### src/rtl/nibble_serial_alu_pkg.sv
// Shared types and constants for the nibble-serial add/subtract unit.
package nibble_serial_alu_pkg;

  localparam int NIBBLE_W = 4;

  typedef enum logic [1:0] {
    IDLE = 2'd0,
    RUN  = 2'd1,
    DONE = 2'd2
  } alu_state_t;

endpackage

### src/rtl/nibble_serial_alu_addsub_slice4.sv
// Combinational 4-bit add/subtract slice. It exposes the carry into bit 3
// so the top level can derive signed overflow on the last nibble.
module addsub_slice4 (
  input  logic [3:0] A,
  input  logic [3:0] B,
  input  logic       Cin,
  input  logic       Ctrl,
  output logic [3:0] S,
  output logic       C3,
  output logic       Co
);

  logic [3:0] b_x;
  logic [3:0] low;
  logic [1:0] high;

  always_comb begin
    b_x  = B ^ {4{Ctrl}};
    low  = {1'b0, A[2:0]} + {1'b0, b_x[2:0]} + {3'b000, Cin};
    high = {1'b0, A[3]} + {1'b0, b_x[3]} + {1'b0, low[3]};
    S    = {high[0], low[2:0]};
    C3   = low[3];
    Co   = high[1];
  end

endmodule

### src/rtl/nibble_serial_alu.sv
// Nibble-serial A+B / A-B unit: one 4-bit slice reused over WIDTH/4 cycles,
// with flags and result registered together when the last nibble completes.
module nibble_serial_alu
  import nibble_serial_alu_pkg::*;
#(
  parameter int WIDTH = 16
) (
  input  logic             Clock,
  input  logic             Reset,
  input  logic             Start,
  input  logic             Ctrl,
  input  logic [WIDTH-1:0] A,
  input  logic [WIDTH-1:0] B,
  output logic             Busy,
  output logic             Done,
  output logic [WIDTH-1:0] S,
  output logic             Cout,
  output logic             V,
  output logic             Z
);

  localparam int N     = WIDTH / NIBBLE_W;
  localparam int IDX_W = (N > 1) ? $clog2(N) : 1;
  localparam logic [IDX_W-1:0] LAST_IDX = IDX_W'(N - 1);

  alu_state_t       state;
  logic [WIDTH-1:0] a_q;
  logic [WIDTH-1:0] b_q;
  logic             ctrl_q;
  logic             carry_q;
  logic [IDX_W-1:0] idx;
  logic [WIDTH-1:0] acc;

  logic [NIBBLE_W-1:0] sum_n;
  logic                c3;
  logic                co;
  logic [WIDTH-1:0]    res_next;

  addsub_slice4 u_slice (
    .A    (a_q[idx*NIBBLE_W +: NIBBLE_W]),
    .B    (b_q[idx*NIBBLE_W +: NIBBLE_W]),
    .Cin  (carry_q),
    .Ctrl (ctrl_q),
    .S    (sum_n),
    .C3   (c3),
    .Co   (co)
  );

  // Accumulator with the current nibble merged in; on the last RUN cycle
  // this is the complete result.
  always_comb begin
    res_next = acc;
    res_next[idx*NIBBLE_W +: NIBBLE_W] = sum_n;
  end

  always_ff @(posedge Clock or posedge Reset) begin
    if (Reset) begin
      state   <= IDLE;
      a_q     <= '0;
      b_q     <= '0;
      ctrl_q  <= 1'b0;
      carry_q <= 1'b0;
      idx     <= '0;
      acc     <= '0;
      Busy    <= 1'b0;
      Done    <= 1'b0;
      S       <= '0;
      Cout    <= 1'b0;
      V       <= 1'b0;
      Z       <= 1'b0;
    end else begin
      case (state)
        IDLE: begin
          Done <= 1'b0;
          if (Start) begin
            a_q     <= A;
            b_q     <= B;
            ctrl_q  <= Ctrl;
            carry_q <= Ctrl;
            idx     <= '0;
            acc     <= '0;
            Busy    <= 1'b1;
            state   <= RUN;
          end
        end
        RUN: begin
          carry_q <= co;
          acc     <= res_next;
          idx     <= idx + 1'b1;
          if (idx == LAST_IDX) begin
            S     <= res_next;
            Cout  <= co ^ ctrl_q;
            V     <= c3 ^ co;
            Z     <= (res_next == '0);
            Done  <= 1'b1;
            state <= DONE;
          end
        end
        DONE: begin
          Done  <= 1'b0;
          Busy  <= 1'b0;
          state <= IDLE;
        end
        default: begin
          Done  <= 1'b0;
          Busy  <= 1'b0;
          state <= IDLE;
        end
      endcase
    end
  end

endmodule

### config.mk
export PLATFORM = sky130hd
export DESIGN_NAME = nibble_serial_alu
export DESIGN_NICKNAME = d
export VERILOG_FILES = /design/src/rtl/nibble_serial_alu_pkg.sv /design/src/rtl/nibble_serial_alu_addsub_slice4.sv /design/src/rtl/nibble_serial_alu.sv
export SDC_FILE = /design/constraint.sdc
export NUM_CORES = 1
export LEC_CHECK = 0
export CAP_MARGIN = 20
export CORE_MARGIN = 8
export CORE_UTILIZATION = 40
export DETAILED_ROUTE_END_ITERATION = 10
export PLACE_DENSITY = 0.75
export SLEW_MARGIN = 20
export SYNTH_ARGS = -nofsm -noshare
export SYNTH_HDL_FRONTEND = slang
export SYNTH_SLANG_ARGS = --single-unit
### constraint.sdc
create_clock -name Clock -period 10.7 [get_ports Clock]
set_input_delay 3.21 -clock Clock [delete_from_list [all_inputs] [get_ports Clock]]
set_output_delay 3.21 -clock Clock [all_outputs]
set_load 0.01 [all_outputs]
==> results by group <==
Yosys
  – Post-synth top flop: dfrtp_1
  – Synth Net Count: 346
  – Largest family of logic cells by synthesized area: multiplexers
  – Simple-Gate Fraction of Synth Area: 10.0%
  – Post-synth EDFFs: 0
  – Seq/Total Area, Yosys: 53.4%
  – Yosys top cell by area: dfrtp_1
  – Post-Synth XOR/XNOR Area: 1.96%
  – Mapped cell area: 0.00351 sq mm
  – Post-synthesis compound-gate area fraction: 10.6%
  – Post-synthesis mux area share: 16.3%
  – Cells after Synth: 299
  – Synth area leaders: dfrtp_1, mux2_2, mux4_2
  – Synth Register Bits: 75
  – Ys async rst share: 100%
  – Post-synthesis adder-cell area fraction: 4.56%
  – Avg Inst Size Synth: 11.8 sq um
  – Post-synth cell types: 45
  – Yosys synthesis warning count: 0
  – Synth top area share: 53.4%

STA
  – Setup tns final: 0 ns
  – Final setup viols: 0
  – Max Slew Vio Count: 0
  – Final worst-path cycle share: 42.1%
  – Fin. Hold Viols: 0
  – Final WS setup: 6.20 ns
  – Slew HR: 37.2%
  – Fin crit period: 4.50 ns
  – Worst slew pin tran: 0.942 ns
  – Clock skew: 0.00947 ns
  – RSZ-0062 raised after global routing: false
  – Hold WS: 0.479 ns
  – Max Freq: 222 MHz

Routing
  – Total wire length: 7240 um
  – Detail Route Antenna Nets: 0
  – # DRC: 0
  – Drt via density: 5.10
  – First DRT Iteration DRCs: 81
  – Avg WL per Cell: 15.5 um
  – DR pass1 iterations: 4
  – Routed via count: 2389

Critical path
  – Reg-to-reg slack, setup: 6.33 ns
  – Crit start category: input port
  – Worst R2R Path Depth: 12
  – CP arrival: 4.74 ns
  – Worst setup EP type: flop
  – Required time of the critical path: 10.94 ns
  – Setup CP Type: input port to flop
  – Crit path max fanout: 34

Global route
  – Vias in the first global route: 2574
  – First-pass GRT wire length: 12300 um
  – Initial antenna violation count: 0
  – Largest net degree at the start of global routing: 76
  – Grt ovf: 0
  – GR Util All Layers: 13.0%

Clock network
  – Clk_lat worst skew: 0.35 ns
  – Postcts setup bufs: 0
  – # hold bufs at CTS: 0
  – H-tree Lvls: 3
  – Largest buffer count on any clock path: 2
  – Clk slew on worst S/H paths: 0.08 ns
  – CTS buffer count: 9
  – CTS Sinks: 75
  – Cts repair resizes: 0
  – CTS tree: done
  – Root buf cell: clkbuf_8

Floorplan
  – Core area: 0.00864 sq mm
  – Die height: 110 um
  – FP Rows: 34
  – Total I/O pin count: 57
  – Die area: 0.0120 sq mm
  – Die Wd: 110 um
  – Initial core utilization: 40.7%

Placed design
  – Detail Placement HPWL: 5280 um
  – PortBufs: 56
  – Routability cong.: 0.824
  – Dpl ws: 5.60 ns
  – Placed Instances: 452

Layout
  – Area occupied by multi-input gates: 0.00153 sq mm
  – FF/Latch Area: 0.00188 sq mm
  – Layout cells sized above 1: 16.7%
  – Area grow syn2layout: 23.9%
  – Nets: 402
  – Fill count: 770
  – Layout Cells excl Fill: 468
  – # diodes: 0

Power and ir drop
  – VDD IR max: 0.157 mV
  – Lkg Pwr: 1.86 nW
  – PD cells: 343 mW/mm^2

Outcome
  – Outcome: complete, no violations

Worst hold path
  – Hold-critical path depth: 2
  – Hold Path Class: flop to flop

Flow run
  – Max Cap Viol: 0
where the power goes:
part           internal (mW)  switching, mW
registers              0.412         0.0927
clock network         0.0913          0.106
logic                  0.377          0.412
total                  0.881          0.611
cells in the final DEF (no fill, tap or decap), types with 7 or more instances in the layout:
master,n
mux2_1,7
o21ai_0,29
nor2b_1,10
mux2_2,26
dfrtp_1,75
nor2_1,12
nand2_1,38
mux4_2,8
clkbuf_8,10
inv_1,11
a31oi_1,9
clkdlybuf4s50_1,56
ha_1,8
layer usage:
metal	vias up	part of all wire (%)	GRT usage [%]
met5	-	0	0
met4	0	1.4	4.53
met3	11	6.7	4.69
met2	56	48	20.8
met1	1163	44	15.8
li1	1159	-	-
worst max-delay path: stages:
cell             delay (ns)
clkdlybuf4s50_1        0.53
nand2_1                0.12
nor2_2                 0.10
buf_4                  0.39
mux2_2                 0.39
synth_stat cells, drive strengths merged (3+ instances only):
| library cell | n |
|---|---|
| o21ai | 34 |
| nand2 | 39 |
| mux2 | 33 |
| a21o | 3 |
| xnor2 | 3 |
| clkbuf | 7 |
| fa | 3 |
| dfrtp | 75 |
| a31oi | 9 |
| o221ai | 3 |
| inv | 13 |
| buf | 6 |
| nor2 | 13 |
| a21oi | 4 |
| ha | 8 |
| mux4 | 8 |
| nor2b | 10 |
| xor2 | 4 |
cell type report:
| class | count | area share [%] |
|---|---|---|
| timing repair buffer | 58 | 13.2 |
| tap | 108 | 3.10 |
| inverter | 14 | 1.24 |
| clock buffer | 11 | 3.25 |
| multi-input combinational | 197 | 35.2 |
| sequential | 75 | 43.1 |
| clock inverter | 5 | 0.891 |
registers in the layout (all words and copies together), names as in the netlist, 2 cells and up:
signal  count
S          16
acc        16
a_q        16
state       2
b_q        16
idx         2
stage by stage:
| step | util [%] | instance area (sq um) | total power, mW |
|---|---|---|---|
| finish | 50.4 | 4350 | 1.49 |
| global route | 50.4 | 4350 | 1.62 |
| CTS | 50.4 | 4350 | 1.51 |
| detailed placement | 48.3 | 4170 | 1.31 |
| global placement | 48.3 | 4170 | 1.28 |
| floorplan | - | 3510 | 1.07 |
logic make-up (layout without fill, tap and decap cells):
| group | count (synthesis) | in the layout |
|---|---|---|
| buffers and inverters | 27 | 88 |
| AND/OR/NAND/NOR | 74 | 74 |
| flip-flops | 75 | 75 |
| multiplexers | 43 | 43 |
| XOR/XNOR | 7 | 7 |
| AO/OA/AOI/OAI | 62 | 62 |
| adder cells (fa/ha/maj) | 11 | 11 |
worst paths after layout:
kind                         from  endpoint
hold reg to reg              S[0]      S[0]
hold / removal               S[0]      S[0]
min in group asynchronous   Reset    b_q[2]
setup / recovery            Start   a_q[11]
max in group asynchronous   Reset     S[14]
setup reg to reg           idx[0]         Z
Power figures use the tool's default switching activity.
